File: src/rtl/spatz_vfu_sequencer.sv
// rtl/spatz_vfu_sequencer.sv - Spatz VFU sequencer: group-wise VRF reads, SIMD integer ALU, masked write-back
// One instruction in flight; each element group is read, computed and written before the next is fetched.
module spatz_vfu_sequencer #(
  parameter int unsigned NrLanes = 4,
  parameter int unsigned ELEN    = 32,
  parameter int unsigned VLENB   = 32,
  parameter int unsigned NrVRegs = 32,
  localparam int unsigned W           = NrLanes * ELEN,
  localparam int unsigned WB          = W / 8,
  localparam int unsigned WordsPerReg = VLENB / WB,
  localparam int unsigned Depth       = NrVRegs * WordsPerReg,
  localparam int unsigned AddrW       = $clog2(Depth),
  localparam int unsigned VlW         = $clog2(8 * VLENB) + 1
) (
  input  logic                  clk_i,
  input  logic                  rst_ni,
  input  logic                  req_valid_i,
  output logic                  req_ready_o,
  input  logic [2:0]            req_op_i,
  input  logic [1:0]            req_vsew_i,
  input  logic [VlW-1:0]        req_vl_i,
  input  logic [4:0]            req_vs1_i,
  input  logic [4:0]            req_vs2_i,
  input  logic [4:0]            req_vd_i,
  input  logic                  req_use_vs1_i,
  input  logic [ELEN-1:0]       req_rs1_i,
  output logic [1:0][AddrW-1:0] vrf_raddr_o,
  output logic [1:0]            vrf_re_o,
  input  logic [1:0]            vrf_rvalid_i,
  input  logic [1:0][W-1:0]     vrf_rdata_i,
  output logic [AddrW-1:0]      vrf_waddr_o,
  output logic [W-1:0]          vrf_wdata_o,
  output logic [WB-1:0]         vrf_wbe_o,
  output logic                  vrf_we_o,
  input  logic                  vrf_wvalid_i,
  output logic                  rsp_valid_o,
  output logic                  rsp_err_o,
  input  logic                  rsp_ready_i
);

  localparam int unsigned BlW = VlW + 3;

  typedef enum logic [1:0] {IDLE, READ, WRITE, DONE} state_e;
  state_e state_q, state_d;

  logic [2:0]            op_q;
  logic [1:0]            sew_q;
  logic                  use_vs1_q, err_q;
  logic [ELEN-1:0]       rs1_q;
  logic [BlW-1:0]        bytes_left_q;
  logic [1:0]            cap_q;
  logic [1:0][W-1:0]     data_q;
  logic [1:0][AddrW-1:0] raddr_q;
  logic [AddrW-1:0]      waddr_q;
  logic [W-1:0]          wdata_q;
  logic [WB-1:0]         wbe_q;

  logic            got0, got1, grp_done, last_grp;
  logic [W-1:0]    opa, opb, scalar_rep, result;
  logic [WB-1:0]   wbe_n;
  logic [31:0]     tmp;

  function automatic logic [AddrW-1:0] base_addr(input logic [4:0] r);
    return AddrW'(r) * AddrW'(WordsPerReg);
  endfunction

  function automatic logic [AddrW-1:0] next_addr(input logic [AddrW-1:0] a);
    return (a == AddrW'(Depth - 1)) ? '0 : a + 1'b1;
  endfunction

  // Operands arrive MSB-aligned so wrap-around and signed compares at SEW fall out of 32-bit arithmetic.
  function automatic logic [31:0] elem_op(input logic [2:0] op, input logic [31:0] a, input logic [31:0] b);
    case (op)
      3'd0:    return a + b;
      3'd1:    return a - b;
      3'd2:    return a & b;
      3'd3:    return a | b;
      3'd4:    return a ^ b;
      3'd5:    return ($signed(a) < $signed(b)) ? a : b;
      3'd6:    return ($signed(a) > $signed(b)) ? a : b;
      default: return (a < b) ? a : b;
    endcase
  endfunction

  assign vrf_re_o[0] = (state_q == READ) && !cap_q[0];
  assign vrf_re_o[1] = (state_q == READ) && use_vs1_q && !cap_q[1];

  assign got0     = cap_q[0] || (vrf_re_o[0] && vrf_rvalid_i[0]);
  assign got1     = !use_vs1_q || cap_q[1] || (vrf_re_o[1] && vrf_rvalid_i[1]);
  assign grp_done = (state_q == READ) && got0 && got1;
  assign last_grp = bytes_left_q <= BlW'(WB);

  assign req_ready_o = (state_q == IDLE);
  assign vrf_we_o    = (state_q == WRITE);
  assign rsp_valid_o = (state_q == DONE);
  assign rsp_err_o   = (state_q == DONE) && err_q;
  assign vrf_raddr_o = raddr_q;
  assign vrf_waddr_o = waddr_q;
  assign vrf_wdata_o = wdata_q;
  assign vrf_wbe_o   = wbe_q;

  always_comb begin
    case (sew_q)
      2'd0:    scalar_rep = {(W/8){rs1_q[7:0]}};
      2'd1:    scalar_rep = {(W/16){rs1_q[15:0]}};
      default: scalar_rep = {(W/32){rs1_q[31:0]}};
    endcase
    opa = cap_q[0] ? data_q[0] : vrf_rdata_i[0];
    opb = !use_vs1_q ? scalar_rep : (cap_q[1] ? data_q[1] : vrf_rdata_i[1]);
  end

  always_comb begin
    result = '0;
    tmp    = '0;
    wbe_n  = '0;
    case (sew_q)
      2'd0: for (int e = 0; e < int'(W / 8); e++) begin
        tmp = elem_op(op_q, {opa[8*e +: 8], 24'd0}, {opb[8*e +: 8], 24'd0});
        result[8*e +: 8] = tmp[31:24];
      end
      2'd1: for (int e = 0; e < int'(W / 16); e++) begin
        tmp = elem_op(op_q, {opa[16*e +: 16], 16'd0}, {opb[16*e +: 16], 16'd0});
        result[16*e +: 16] = tmp[31:16];
      end
      default: for (int e = 0; e < int'(W / 32); e++) begin
        tmp = elem_op(op_q, opa[32*e +: 32], opb[32*e +: 32]);
        result[32*e +: 32] = tmp;
      end
    endcase
    for (int b = 0; b < int'(WB); b++) wbe_n[b] = BlW'(b) < bytes_left_q;
  end

  always_ff @(posedge clk_i or negedge rst_ni) begin
    if (!rst_ni) state_q <= IDLE;
    else         state_q <= state_d;
  end

  always_comb begin
    state_d = state_q;
    case (state_q)
      IDLE:  if (req_valid_i) state_d = (req_vsew_i == 2'd3 || req_vl_i == '0) ? DONE : READ;
      READ:  if (grp_done) state_d = WRITE;
      WRITE: if (vrf_wvalid_i) state_d = last_grp ? DONE : READ;
      DONE:  if (rsp_ready_i) state_d = IDLE;
      default: state_d = IDLE;
    endcase
  end

  always_ff @(posedge clk_i or negedge rst_ni) begin
    if (!rst_ni) begin
      op_q <= '0; sew_q <= '0; use_vs1_q <= 1'b0; err_q <= 1'b0; rs1_q <= '0;
      bytes_left_q <= '0; cap_q <= '0; data_q <= '0; raddr_q <= '0;
      waddr_q <= '0; wdata_q <= '0; wbe_q <= '0;
    end else begin
      case (state_q)
        IDLE: if (req_valid_i) begin
          op_q         <= req_op_i;
          sew_q        <= req_vsew_i;
          use_vs1_q    <= req_use_vs1_i;
          rs1_q        <= req_rs1_i;
          err_q        <= (req_vsew_i == 2'd3);
          bytes_left_q <= BlW'(req_vl_i) << req_vsew_i;
          raddr_q[0]   <= base_addr(req_vs2_i);
          raddr_q[1]   <= base_addr(req_vs1_i);
          waddr_q      <= base_addr(req_vd_i);
          cap_q        <= '0;
        end
        READ: begin
          for (int p = 0; p < 2; p++) begin
            if (vrf_re_o[p] && vrf_rvalid_i[p]) begin
              data_q[p] <= vrf_rdata_i[p];
              cap_q[p]  <= 1'b1;
            end
          end
          if (grp_done) begin
            wdata_q <= result;
            wbe_q   <= wbe_n;
            cap_q   <= '0;
          end
        end
        WRITE: if (vrf_wvalid_i) begin
          raddr_q[0]   <= next_addr(raddr_q[0]);
          raddr_q[1]   <= next_addr(raddr_q[1]);
          waddr_q      <= next_addr(waddr_q);
          bytes_left_q <= last_grp ? '0 : bytes_left_q - BlW'(WB);
        end
        default: ;
      endcase
    end
  end

endmodule
File: config.mk
export PLATFORM = sky130hd
export DESIGN_NAME = spatz_vfu_sequencer
export DESIGN_NICKNAME = d
export VERILOG_FILES = /design/src/rtl/spatz_vfu_sequencer.sv
export SDC_FILE = /design/constraint.sdc
export NUM_CORES = 2
export LEC_CHECK = 0
export CORE_AREA = 2 2 370 408
export DETAILED_ROUTE_END_ITERATION = 10
export DIE_AREA = 0 0 372 410
export DONT_BUFFER_PORTS = 1
export RECOVER_POWER = 100
export SLEW_MARGIN = 20
export SYNTH_ARGS = -nofsm -noshare
export SYNTH_HDL_FRONTEND = slang
export SYNTH_SLANG_ARGS = --single-unit
File: constraint.sdc
create_clock -name clk_i -period 5.9 [get_ports clk_i]
set_input_delay 1.77 -clock clk_i [delete_from_list [all_inputs] [get_ports clk_i]]
set_output_delay 1.77 -clock clk_i [all_outputs]
set_load 0.05 [all_outputs]
### Yosys cells after proc, flatten, opt, wreduce, memory -nomap -nowiden

Cells that the tools add are included.

| word-level totals | value |
|---|---|
| register bits | 473 |
| bits in latches | 0 |
| memory bits (writable) | 0 |
| memory bits (read-only) | 0 |
| input bits | 325 |
| logic and storage cells | 453 |
| memories | 0 |

| operators by class | value |
|---|---|
| add/subtract/negate cells | 60 |
| $mul | 0 |
| div/mod/pow operators | 0 |
| order comparisons | 101 |
| equal/unequal tests | 20 |
| shift-type cells | 1 |
| mux-type cells | 142 |
| bitwise logic cells | 84 |
| reductions and logical operators | 29 |

Operators with widths:

| cell | count |
|---|---|
| 32-bit one-hot mux with 7 select lines | 28 |
| 32-bit 2-to-1 mux | 84 |
| 32-bit < comparator | 56 |
| 32-bit adder | 28 |
| 32-bit AND | 28 |
| 32-bit > comparator | 28 |
| 32-bit OR | 28 |
| 32-bit subtractor | 28 |
| 32-bit bitwise XOR | 28 |
| 128-bit one-hot mux with 2 select lines | 2 |
| 128-bit 2-to-1 mux | 3 |
| 4-bit by 12-bit < comparator with 1-bit output, first input constant | 8 |
| 12-bit 2-to-1 mux | 5 |
| 3-bit by 12-bit < comparator with 1-bit output, first input constant | 4 |
| 12-bit one-hot mux with 2 select lines | 2 |
| 6-bit 2-to-1 mux | 5 |
| 1-bit by 12-bit < comparator with 1-bit output, first input constant | 2 |
| 2-bit by 12-bit < comparator with 1-bit output, first input constant | 2 |
| 6-bit by 1-bit adder with 6-bit output, second input constant | 3 |
| 6-bit equality test, second input constant | 3 |
| 2-bit 2-to-1 mux | 8 |
| 12-bit by 5-bit <= comparator with 1-bit output, second input constant | 1 |
| 6-bit one-hot mux with 2 select lines | 1 |
| 9-bit by 2-bit << shifter with 12-bit output | 1 |
| other kinds (22) | 51 |

### Longest topological paths before layout

| depth | value |
|---|---|
| word-level depth | 8 |
| gate-level depth with buffers | 23 |

### Worst setup path before layout

No wires, ideal clock.

| path | value |
|---|---|
| path type | input port to flip-flop |
| start point | input vrf_rdata_i[213] (netlist bit) |
| end point | register wdata_q[88], in the netlist vrf_wdata_o[88] |
| setup time | 0.129 ns |
| data arrival time | 5.424 ns |
| setup slack | 0.347 ns |
| stages on the path | 15 |
| cells stage by stage | mux2i_1 a21oi_1 inv_1 ha_1 buf_6 or4_4 or3_1 or2_0 buf_2 o211ai_4 nand2_4 a21boi_4 o221ai_1 o221a_1 a2111o_1 |

| between the ends | value |
|---|---|
| longest elaborated chain between the ends | 6 |

Ends and longest elaborated chain:

| element | RTL line | RTL |
|---|---|---|
| start, declared | 30 | `input logic [1:0][W-1:0] vrf_rdata_i,` |
| 128-bit 2-to-1 mux * (2 in series) | 109 | `opb = !use_vs1_q ? scalar_rep : (cap_q[1] ? data_q[1] : vrf_rdata_i[1]);` |
| 32-bit < comparator, or another cell as far along | 81 | `default: return (a < b) ? a : b;` |
| 32-bit 2-to-1 mux, on equally long branches | 81, 79, 80 |  |
| 32-bit one-hot mux with 7 select lines | 73 | `case (op)` |
| 128-bit one-hot mux with 2 select lines * | 116 | `case (sew_q)` |
| end signal, assigned | 176 | `wdata_q <= result;` |
| end, declared | 55 | `logic [W-1:0] wdata_q;` |

Mark *: on every way between the ends. The rest lies on a longest branch, timed or not.
A chain may end at the register's enable or synchronous reset.

### Worst setup path in the final report

| path | value |
|---|---|
| start point | register cap_q[1] |
| end point | register wdata_q[36], in the netlist vrf_wdata_o[36] |

| between the ends | value |
|---|---|
| longest elaborated chain between the ends | 6 |

Ends and longest elaborated chain:

| element | RTL line | RTL |
|---|---|---|
| start, declared | 51 | `logic [1:0] cap_q;` |
| start signal, assigned | 152 | `bytes_left_q <= '0; cap_q <= '0; data_q <= '0; raddr_q <= '0;` |
| start signal, assigned | 166 | `cap_q <= '0;` |
| start signal, assigned by index | 172 | `cap_q[p] <= 1'b1;` |
| 128-bit 2-to-1 mux or 1-bit logical NOT (tied branches) | 109, 86 |  |
| 128-bit 2-to-1 mux or 1-bit logical AND (tied branches) | 109, 86 |  |
| 32-bit < comparator, or another cell as far along | 81 |  |
| 32-bit 2-to-1 mux, or another cell as far along | 81 |  |
| 32-bit one-hot mux with 7 select lines or 1-bit logical AND (tied branches) | 73, 90 |  |
| 128-bit one-hot mux with 2 select lines or 2-bit AND reduction (tied branches) | n/a |  |

Parallel ways exist; a longest one is shown, timed or not.

==> impl_results.md <==
* Pre-antenna DRT Iters at 10
* Failing checks: capacitance limit, slew limit
* CP arrival at 6410 ps
* Hold Crit Endpoint: rs1_q[25]$_DFFE_PN0P_
* Chip height at 410 um
* Worst reg2reg endpoint: vrf_wdata_o[36]$_DFFE_PN0P_
* Top cell type's share of synthesized area at 0.178
* Sequential cell area at 11900 sq um
* Netlist cell types at 106
* DR vias at ~85000
* Total track usage at 0.498
* Fin. Hold Viols at 0
* Share of synthesized flip-flops with an asynchronous set or reset at 1.00
* Synth area leader: dfrtp_1
* Iteration-0 DRC Markers at 12500
* Count of state elements after synthesis at between 400 and 500
* Clk sinks at roughly 470
* Area of the multi-input gates at 50200 sq um
* Sequential element share of the synthesized area at 0.178
* CP Launch Type: register
* First-pass GRT wire length at ~560 mm
* HPWL after DPL at between 200 and 300 mm
* Post-synth top flop: dfrtp_1
* Nets at 10700
* Cell Rows at 149
* Hold path start: rs1_q[25]$_DFFE_PN0P_
* Largest family of logic cells by synthesized area: compound AO/OA/AOI/OAI gates
* Worst-Skew Late Latency at 770 ps
* WP data required at roughly 6500 ps
* WHS at 486 ps
* Number of buffers created by CTS at 60
* CTS tree: done
* Hold Crit Class: reg -> reg
* Non-Filler Instances at 12000
* CP endpoint kind: register
* Critical path class: reg -> reg
* Crit-path cells: clkbuf_1 > mux2i_1 > a21o_1 > inv_1 > ha_1 > fa_1 > nor3_1 > o31ai_1 > clkbuf_1 > a31oi_1 > o31ai_1 > buf_4 > nand3_1 > buf_2 > nor2_1 > a21oi_2 > mux2i_1 > a221oi_1 > a31oi_1
* Synthesized instance count at 9163
* CP max-delay cell: dfrtp_4
* DR DRC count at 0
* Crit-path max cell delay at 800 ps
* Total grt overflow at 0
* H-Tree Level Count at 2
* Yosys warning total at 0
* CTS Root Cell: clkbuf_16
* Post-route cell area at 80400 sq um
* Synth Area per Inst at 7.24 sq um
* Fmax at 171 MHz
* Post-synthesis mux area share at 0.104
* Layout area overhead at 21.2%
* Max_slew headroom at -1.56
* Antenna violations before repair at 35
* Tmin final at 5840 ps
* Die footprint at 153000 sq um
* Die width at 372 um
* Final Skew at ~69 ps
* Area share of fa/ha/maj cells after synthesis at 0.0853
* Clk buf depth at 3
* Largest net degree at the start of global routing at between 400 and 500
* Area of the core at 149000 sq um
* Area after DPL at 78400 sq um
* Port Buf Inserts at 0
* Critical R2R Launch: cap_q[1]$_DFFE_PN0P_
* Filler instances at 14500
* Starting density of the core at 0.445
* Complex-gate fraction of the synthesized area at 0.375
* Post-synthesis xor/xnor area fraction at 0.0178
* Commonest cells after routing, fill and taps aside: 1383 x buf_4, 1053 x a21oi_1, 854 x nand2_1
* Cell Area, Synth at 66300 sq um
* Crit path buffers/inverters at 5
* Worst Hold Path Cells at 2
* Max-Cap Viols at 9
* RSZ-0062 raised after global routing: false
* EDFF count, synth at 0
* Worst Tran Pin Value at 3830 ps
* Fin crit share at 0.990
* Crit Path Max Fanout at 35
* R2R depth at 19
* Run status: finished, violations left
* Net Count, Synth at 9921
* Count of pins over their slew limit at 571
* Most common library cell in the layout ignoring fill and taps: buf_4
* Wirelength per Cell at about 33 um
* Vias in the first global route at 79400
* Fraction of layout cells with a size suffix above 1 at 0.201
* Top Ports at 493
* Post-Route WL at 397 mm
* Vias/cell at 7.05
* Top post-synthesis cells by area: dfrtp_1 18%, a21oi_1 8.0%, ha_1 7.6%
* Dpl cells at approximately 12000
* Setup slack, reg-to-reg at 60 ps
* CP delay by family, top: compound AO/OA/AOI/OAI gates
* GPL Wtd Cong at 1.08
* CTS clk-pin slew, worst paths at about 70 ps
* Final setup viols at 0
* Simple-gate portion of the synthesized area at 0.171
* Routed Antenna Nets at 0
-- worst max path at each step --
stage                                        to            startpoint  cells past startpoint  slack, ps
detailed placement  vrf_wdata_o[78]$_DFFE_PN0P_      vrf_rdata_i[214]                     17       -200
global route        vrf_wdata_o[88]$_DFFE_PN0P_  sew_q[1]$_DFFE_PN0P_                     18          5
global placement     vrf_wdata_o[5]$_DFFE_PN0P_      vrf_rdata_i[154]                     19       -200
finish              vrf_wdata_o[36]$_DFFE_PN0P_  cap_q[1]$_DFFE_PN0P_                     19         60
CTS                 vrf_wdata_o[39]$_DFFE_PN0P_  sew_q[1]$_DFFE_PN0P_                     20         40
floorplan           vrf_wdata_o[88]$_DFFE_PN0P_      vrf_rdata_i[213]                     15        350
-- cells by family (layout without fill, tap and decap cells) --
family / after synthesis / in the layout
compound gates: 3747 / 3747
xor+xnor: 135 / 135
fa+ha+maj: 433 / 433
buf+inv: 1189 / 2045
flops: 473 / 473
mux: 652 / 652
other cells: 0 / 18
simple gates: 2534 / 2534
-- synth_stat cells (all sizes together) (28+ instances only) --
master	instances
a2111oi	28
a211oi	152
a21boi	31
a21o	119
a21oi	1058
a221o	90
a221oi	122
a22o	47
a22oi	125
a311oi	35
a31oi	201
and2	38
and3	36
buf	196
clkbuf	566
dfrtp	473
fa	32
ha	401
inv	412
mux2	272
mux2i	379
nand2	860
nand2b	79
nand3	181
nand4	50
nor2	826
nor2b	87
nor3	198
nor4	54
o211ai	199
o21a	35
o21ai	615
o21bai	53
o221ai	191
o22a	51
o22ai	224
o311ai	33
o31ai	81
or2	34
or3	32
xnor2	121
-- through the flow --
stage | TNS [ps] | util | worst slack (ps)
2_1_floorplan | 0 | - | 347
3_3_place_gp | -2660 | 0.526 | -198
3_5_place_dp | -5100 | 0.526 | -197
4_1_cts | 0 | 0.541 | 39.3
5_1_grt | 0 | 0.539 | 4.58
6_report | 0 | 0.540 | 59.4
-- repair_timing --
item / in CTS / in global routing
hold buffers: 0 / 0
resized for setup: 0 / 4
setup buffers: 0 / 0
endpoints found under the hold margin: 0 / 0
endpoints found under the setup margin: 0 / 25
-- worst min-delay path, cell delays in order, from the launching register on --
cell	delay, ps
dfrtp_1	340
nand2_1	50
nand2_1	60
-- registers in the layout, summed over array words and instances, names as in the netlist --
name	count
data_q	256
vrf_raddr_o	12
sew_q	2
vrf_wdata_o	128
cap_q	2
bytes_left_q	12
op_q	3
vrf_wbe_o	16
state_q	2
vrf_waddr_o	6
err_q	1
use_vs1_q	1
rs1_q	32
-- layout make-up --
class	instances	area share
Inverter	427	0.0199
Clock buffer	75	0.0205
Tap cell	1963	0.0306
Timing Repair Buffer	1506	0.150
Sequential cell	473	0.148
Antenna cell	18	0.000560
Multi-Input combinational cell	7501	0.624
Clock inverter	37	0.00612
-- metal layers --
metal,global-route usage,share of wire,up-vias
met5,0,0.00048,-
met4,0.348,0.086,28
met3,0.193,0.15,1668
met2,0.711,0.40,6535
met1,0.610,0.36,40200
li1,-,-,36100
Power is left out: the tool's default activity adds up to more than one toggle a clock period on the data nets, which glitch-free logic cannot reach.
